==> config.mk <==
export PLATFORM = sky130hd
export DESIGN_NAME = instr_fetch_flat
export DESIGN_NICKNAME = d
export VERILOG_FILES = /design/src/rtl/instr_fetch_if.sv /design/src/rtl/instr_fetch.sv /design/src/flat_wrapper.sv
export SDC_FILE = /design/constraint.sdc
export NUM_CORES = 1
export LEC_CHECK = 0
export ABC_AREA = 1
export CAP_MARGIN = 20
export CORE_MARGIN = 2
export CORE_UTILIZATION = 38
export DETAILED_ROUTE_END_ITERATION = 10
export PLACE_DENSITY_LB_ADDON = 0.2
export SLEW_MARGIN = 20
export SYNTH_ARGS = -nofsm -noshare
export SYNTH_HDL_FRONTEND = slang
export SYNTH_SLANG_ARGS = --single-unit
==> constraint.sdc <==
create_clock -name clk -period 1.2 [get_ports clk]
set_input_delay 0.12 -clock clk [delete_from_list [all_inputs] [get_ports clk]]
set_output_delay 0.12 -clock clk [all_outputs]
set_load 0.05 [all_outputs]
==> src/rtl/instr_fetch_if.sv <==
// instr_fetch_if: request/acknowledge bus between the fetch stage and instruction memory
interface instr_fetch_if #(
    parameter int ADDR_W = 10
);
    logic              req;
    logic [ADDR_W-1:0] addr;
    logic              ack;
    logic [31:0]       rdata;

    modport master (output req, output addr, input ack, input rdata);
    modport slave  (input req, input addr, output ack, output rdata);
endinterface

==> src/rtl/instr_fetch.sv <==
// instr_fetch: MIPS fetch stage with imem req/ack handshake and a held instruction slot toward decode
module instr_fetch #(
    parameter int          ADDR_W  = 10,
    parameter int          TIMEOUT = 15,
    parameter logic [31:0] NOP     = 32'h0000_0000
) (
    input  logic          clk,
    input  logic          reset,
    input  logic [31:0]   pc,
    output logic          pc_en,
    instr_fetch_if.master imem,
    output logic          instr_valid,
    input  logic          instr_ready,
    output logic [31:0]   instr,
    output logic [31:0]   pc_out,
    output logic [5:0]    opcode,
    output logic [4:0]    rs,
    output logic [4:0]    rt,
    output logic [4:0]    rd,
    output logic [4:0]    shamt,
    output logic [5:0]    funct,
    output logic [15:0]   imm16,
    output logic [25:0]   imm26,
    output logic          fetch_err,
    output logic [31:0]   fetch_cnt
);
    localparam logic [1:0] IDLE = 2'd0;
    localparam logic [1:0] REQ  = 2'd1;
    localparam logic [1:0] HOLD = 2'd2;
    localparam logic [1:0] ERR  = 2'd3;

    logic [1:0] state;
    logic [1:0] state_nx;
    logic [7:0] tmo_cnt;
    logic       misal;
    logic       in_req;
    logic       accept;
    logic       tmo_hit;
    logic       take;

    // a misaligned PC never raises req; the FSM drops straight into ERR instead
    assign misal   = |pc[1:0];
    assign in_req  = (state == REQ) && !misal;
    assign accept  = in_req && imem.ack;
    assign tmo_hit = in_req && !imem.ack && (tmo_cnt == 8'(TIMEOUT - 1));
    assign take    = (state == HOLD) && instr_valid && instr_ready;

    assign imem.req  = in_req;
    assign imem.addr = pc[ADDR_W+1:2];
    assign pc_en     = take;
    assign fetch_err = state == ERR;

    assign opcode = instr[31:26];
    assign rs     = instr[25:21];
    assign rt     = instr[20:16];
    assign rd     = instr[15:11];
    assign shamt  = instr[10:6];
    assign funct  = instr[5:0];
    assign imm16  = instr[15:0];
    assign imm26  = instr[25:0];

    // next state: an ack beats a simultaneous timeout; ERR only leaves through reset
    always_comb begin
        state_nx = (state == IDLE) ? REQ :
                   (state == REQ)  ? (misal ? ERR : accept ? HOLD : tmo_hit ? ERR : REQ) :
                   (state == HOLD) ? (instr_ready ? REQ : HOLD) :
                   ERR;
    end

    // state register
    always_ff @(posedge clk or negedge reset) begin
        if (!reset) state <= IDLE;
        else        state <= state_nx;
    end

    // cycles spent waiting for an ack; idles at zero outside an outstanding request
    always_ff @(posedge clk or negedge reset) begin
        if (!reset) tmo_cnt <= '0;
        else        tmo_cnt <= (in_req && !imem.ack && !tmo_hit) ? tmo_cnt + 8'd1 : '0;
    end

    // instruction slot: fill on ack, drain to NOP when decode consumes it
    always_ff @(posedge clk or negedge reset) begin
        if (!reset) begin
            instr_valid <= 1'b0;
            instr       <= NOP;
            pc_out      <= '0;
            fetch_cnt   <= '0;
        end else if (accept) begin
            instr_valid <= 1'b1;
            instr       <= imem.rdata;
            pc_out      <= pc;
        end else if (take) begin
            instr_valid <= 1'b0;
            instr       <= NOP;
            fetch_cnt   <= fetch_cnt + 32'd1;
        end
    end
endmodule
==> src/flat_wrapper.sv <==
// flat-port wrapper written by rule: the top's interface ports become plain ports
module instr_fetch_flat 
#(
    parameter int          ADDR_W  = 10,
    parameter int          TIMEOUT = 15,
    parameter logic [31:0] NOP     = 32'h0000_0000
)
  (clk, reset, pc, pc_en, instr_valid, instr_ready, instr, pc_out, opcode, rs, rt, rd, shamt, funct, imm16, imm26, fetch_err, fetch_cnt, imem_req, imem_addr, imem_ack, imem_rdata);
  instr_fetch_if #(.ADDR_W(ADDR_W)) imem_i ();
  input  logic clk;
  input  logic reset;
  input  logic [31:0] pc;
  output logic pc_en;
  output logic instr_valid;
  input  logic instr_ready;
  output logic [31:0] instr;
  output logic [31:0] pc_out;
  output logic [5:0] opcode;
  output logic [4:0] rs;
  output logic [4:0] rt;
  output logic [4:0] rd;
  output logic [4:0] shamt;
  output logic [5:0] funct;
  output logic [15:0] imm16;
  output logic [25:0] imm26;
  output logic fetch_err;
  output logic [31:0] fetch_cnt;
  output wire logic [$bits(imem_i.req)-1:0] imem_req;
  output wire logic [$bits(imem_i.addr)-1:0] imem_addr;
  input wire logic [$bits(imem_i.ack)-1:0] imem_ack;
  input wire logic [$bits(imem_i.rdata)-1:0] imem_rdata;
  assign imem_req = imem_i.req;
  assign imem_addr = imem_i.addr;
  assign imem_i.ack = imem_ack;
  assign imem_i.rdata = imem_rdata;
  instr_fetch #(.ADDR_W(ADDR_W), .TIMEOUT(TIMEOUT), .NOP(NOP)) u_core (.clk(clk), .reset(reset), .pc(pc), .pc_en(pc_en), .imem(imem_i), .instr_valid(instr_valid), .instr_ready(instr_ready), .instr(instr), .pc_out(pc_out), .opcode(opcode), .rs(rs), .rt(rt), .rd(rd), .shamt(shamt), .funct(funct), .imm16(imm16), .imm26(imm26), .fetch_err(fetch_err), .fetch_cnt(fetch_cnt));
endmodule
Yosys cells after proc, flatten, opt, wreduce, memory -nomap -nowiden:

Cells that the tools add are included.

* $add $sub $neg: 2
* equality and inequality tests: 4
* muxes and demuxes: 12
* bitwise logic cells: 1
* reduce and logical (&&, ||, !) cells: 14

Operator list (count)
* $mux 32: 2
* $add 32x1->32 const B: 1
* $mux 2: 7
* $add 8x1->8 const B: 1
* $eq 8x4->1 const B: 1
* $mux 8: 1
* $logic_and 1x1->1: 7
* $eq 2x2->1 const B: 2
* $logic_not 1->1: 3
* $eq 2x1->1 const B: 1
* $logic_not 2->1: 1
* $mux 1: 2
* $reduce_and 2->1: 1
* $reduce_bool 2->1: 1
* $reduce_or 2->1: 1
* $not 1->1: 1

* flip-flop bits (word level): 107
* bits of input ports: 68
* word-level logic and storage cells: 39

Logic depth before layout (Yosys ltp):

* depth in word-level cells: 10
* mapped depth: 10

Least setup slack after synthesis:

OpenSTA, ideal clock, no wires.

* kind: register to register
* start point: register u_core.instr_valid
* end point: register u_core.fetch_cnt[21]
* arrival: 1.871 ns
* data required time: 1.087 ns
* path slack: -0.784 ns
* cell stages (with the launch flop): 8
* path buffers: 0
* period minus slack after synthesis: 1.984 ns
* cell sequence: dfrtp_1 > inv_2 > nor3_4 > nand3_1 > nor2_1 > nand2_1 > nand2_1 > inv_1

* word-level cells in the longest chain between the ends: 3

RTL lines
* from (decl): RTL line instr_fetch.sv:12 `output logic instr_valid,`
* from (signal assigned): RTL line instr_fetch.sv:85 `instr_valid <= 1'b0;`
* from (signal assigned): RTL line instr_fetch.sv:90 `instr_valid <= 1'b1;`
* from (signal assigned): RTL line instr_fetch.sv:94 `instr_valid <= 1'b0;`
* $logic_and 1x1->1 (2 in a row): RTL line instr_fetch.sv:46 `assign take = (state == HOLD) && instr_valid && instr_ready;`
* named net pc_en: RTL line flat_wrapper.sv:13 `output logic pc_en;`
* $reduce_and 2->1 (no line)
* to (signal assigned): RTL line instr_fetch.sv:96 `fetch_cnt <= fetch_cnt + 32'd1;`
* to (decl): RTL line instr_fetch.sv:25 `output logic [31:0] fetch_cnt`

The timed path passes the listed nets, and every way through them passes these cells.
A chain may end at the register's enable or synchronous reset.

Final worst setup path:

* start point: register u_core.fetch_cnt[0]
* end point: register u_core.fetch_cnt[10]

* word-level cells in the longest chain between the ends: 1

RTL lines (RTL line)
* $add 32x1->32: instr_fetch.sv:96

Every way passes these cells.

==> flow_summary.toml <==
[placed_design]
dpl.hpwl_um = 14600
dp.cells = 1071
gp_congestion = 0.856
numPortBuffers = 251

[route]
drt-vias-per-instance = 5.26
postRouteWirelength_um = 24800
via_count = 6037
wire_per_inst_um = 21.6
ant_nets = 0
dr.pass1.iters = 5
drt-initial-drc-count = 376
drcViolationCount = 0

[worst_setup_path]
r2r_slack_ns = -0.45
cpMaxStageDelayCell = "dfrtp_2"
path_max_fanout = 4
slowest_delay_ns = 0.44
cp-end-kind = "register"
path_class = "reg -> reg"
arrival_ns = 1.92
path_delay_family = "simple AND/OR/NAND/NOR gates"
startpoint_type = "register"
critPathRequiredTime_ns = 1.47
path_cells = "ha_4, nand2_4, nor2_4, nand3b_1, nor2_2, buf_4, xor2_1"
worst-path-buf-inv = 1

[power]
p_leak_nw = 5.50
power.internal_mw = 6.33
total_power_mw = 9.18
pwr_density_cell_nw_per_um2 = 762
ir_drop_uv = 699
p_seq_frac = 0.427
p_comb_frac = 0.262
clkPwrFrac = 0.311
switching_share = 0.310
p_switching_mw = 2.85

[timing]
fin_crit_sh = 1.37
fin_ws_ns = -0.448
finClkSkew_ns = 0.0161
fin_setup_tns_ns = -38.68
setup_violations = 130
slew_headroom = 0.769
slew_viol_final = 0
grt_setup_unrepaired = "yes"
whs_ns = 0.127
hold_violations = 0
fin_crit_ns = 1.65
max_freq_ghz = 0.607
worst_slew_pin_slew_ns = 0.344

[synthesis]
syn_area_um2 = 5580
synth_nets = 744
avgSynthCellArea_um2 = 8.28
synth-seq-cells = 107
synth_cell_types = 28
syn_inst = 673
ys_warn_count = 0
ys_seq_area_frac = 0.480

[clock_tree]
clk_latency_ns = 0.37
cts_tree = "yes"
path_clk_slew_ns = 0.08
cts_root_buf = "clkbuf_16"
clk_path_buf_depth = 2
cts_htree_levels = 3
cts_made_buffers = 9
clock_sinks = 107

[global_routing]
grt_max_degree = 53
grt_pass1_vias = 6144
antenna_found_initial = 1
grt_pass1_wl_um = 35800
overflow = 0
grt_util_all_layers = 0.295

[outcome]
status = "complete, but fails checks"
violations = "negative setup slack"

[floorplanning]
dieArea_um2 = 15700
row_count = 44
io_pins = 252
coreArea_um2 = 14400
initial_core_util = 0.387
die_x_um = 125
fp.dieH_um = 125

[final_layout]
syn_to_final_growth_pct = 116
drive_above_1_share = 0.515
stdcell_count = 1148
nFillCells = 746
finish.net_count = 1030
final_util = 0.835

[job]
maxCapViolations = 0

[min_path]
hold_path.class = "in -> async"
-- worst reg2reg max path, stage by stage, from the launching register on --
cell	delay, ns
dfrtp_2	0.44
ha_4	0.18
nand2_4	0.05
nor2_4	0.16
nand3b_1	0.21
nor2_2	0.19
buf_4	0.14
xor2_1	0.18
-- per-stage QoR --
stage | setup slack, ns | instance area [um^2]
after floorplan | -0.624 | 5910
after global placement | -0.365 | 10300
final | -0.448 | 12000
after global routing | -0.512 | 12000
after CTS | -0.410 | 11600
after detailed placement | -0.394 | 10300
-- power by group through the flow --
stage / registers, mW / clock network, mW / logic, mW
floorplan: 4.21 / 0 / 0.775
global placement: 3.97 / 0 / 2.27
detailed placement: 3.98 / 0 / 2.30
CTS: 3.91 / 2.80 / 2.35
global route: 3.93 / 3.02 / 2.47
finish: 3.92 / 2.85 / 2.40
-- kinds of logic after synthesis --
family                     count (synthesis)  share of synthesized area
and+or+nand+nor                          378                      0.307
xor gates and xnor gates                  19                     0.0298
DFF                                      107                      0.480
adders and majority gates                  3                    0.00673
buffers and inverters                    156                      0.167
AOI/OAI and AO/OA                         10                    0.00987
-- routing by layer --
metal  global-route usage  vias to the layer above  share of wire
met1                0.337                     2995           0.35
met3               0.0539                       93          0.069
met5                    0                        -              0
met4                0.129                        0          0.052
li1                     -                     2643              -
met2                0.537                      306           0.53
-- state kept, by name, summed over array words and instances, names as in the netlist --
register,flops
u_core.fetch_cnt,32
u_core.instr,32
u_core.pc_out,32
u_core.tmo_cnt,8
u_core.state,2
u_core.instr_valid,1
-- Yosys cell counts --
cell        n  area share
nand2_1   177        0.12
nand3_1   119        0.11
dfrtp_1   107        0.48
buf_4      86        0.12
inv_1      42       0.028
nor2_1     42       0.028
clkbuf_1   12      0.0081
nand4_1    12       0.013
xnor2_1    11       0.017
buf_2      10      0.0090
nor2_2      9       0.010
xor2_1      8       0.013
o21ai_0     5      0.0045
inv_2       4      0.0027
nand2_2     4      0.0045
nand3b_1    4      0.0054
nor3_1      4      0.0036
a21oi_1     3      0.0027
ha_1        3      0.0067
nor2_4      2      0.0040
nor3_4      2      0.0058
buf_1       1     0.00067
buf_6       1      0.0020
nand2_4     1      0.0020
nand3_2     1      0.0018
nor3_2      1      0.0018
o21a_1      1      0.0013
o21bai_1    1      0.0013
-- layout by cell type (no fill, tap or decap), types with 2 or more instances in the layout --
master,synthesis,routed
a21oi_1,3,2
buf_6,1,49
clkdlybuf4s50_1,0,65
ha_1,3,2
nor2_4,2,15
nor3_1,4,3
clkbuf_16,0,14
inv_1,42,39
xnor2_2,0,2
nand4_1,12,12
nand2_2,4,18
xor2_1,8,8
dfrtp_1,107,61
buf_4,86,47
buf_8,0,3
nand3_4,0,2
nor2_1,42,31
nand2_4,1,7
buf_12,0,197
nor3_4,2,3
nand3_2,1,51
nand2_8,0,4
inv_4,0,2
nand2_1,177,155
nand3b_1,4,4
dfrtp_2,0,46
o21ai_0,5,2
buf_16,0,15
xnor2_1,11,9
nor2_2,9,7
inv_2,4,5
nand3_1,119,67
clkbuf_1,12,3
o21ai_2,0,2
-- what timing repair did --
action,4_1_cts,5_1_grt
resized for setup,118,60
cloned,15,7
endpoints found under the hold margin,107,0
hold buffers,1,0
pin swaps,27,24
setup endpoints to repair,214,147
buffers inserted,25,23
-- final timing paths --
| check | end | start | cells past startpoint |
|---|---|---|---|
| max in group asynchronous | u_core.instr[6] | reset | 3 |
| min in group clk | u_core.pc_out[17] | pc[17] | 3 |
| max | u_core.fetch_cnt[10] | u_core.fetch_cnt[0] | 7 |
| min reg2reg | u_core.pc_out[18] | u_core.pc_out[18] | 2 |
| min | u_core.pc_out[16] | reset | 2 |
| max reg2reg | u_core.fetch_cnt[10] | u_core.fetch_cnt[0] | 7 |
-- layout make-up --
cell class / count / area (um^2) / share of cell area
multi-input cells: 412 / 2540 / 0.211
diodes: 1 / 2.50 / 0.000208
clock inverters: 2 / 12.5 / 0.00104
inverters: 46 / 178 / 0.0148
repair buffers: 383 / 6100 / 0.506
flip-flops and latches: 107 / 2740 / 0.227
well taps: 184 / 230 / 0.0191
clock buffers: 13 / 250 / 0.0208
Power figures use the tool's default switching activity.
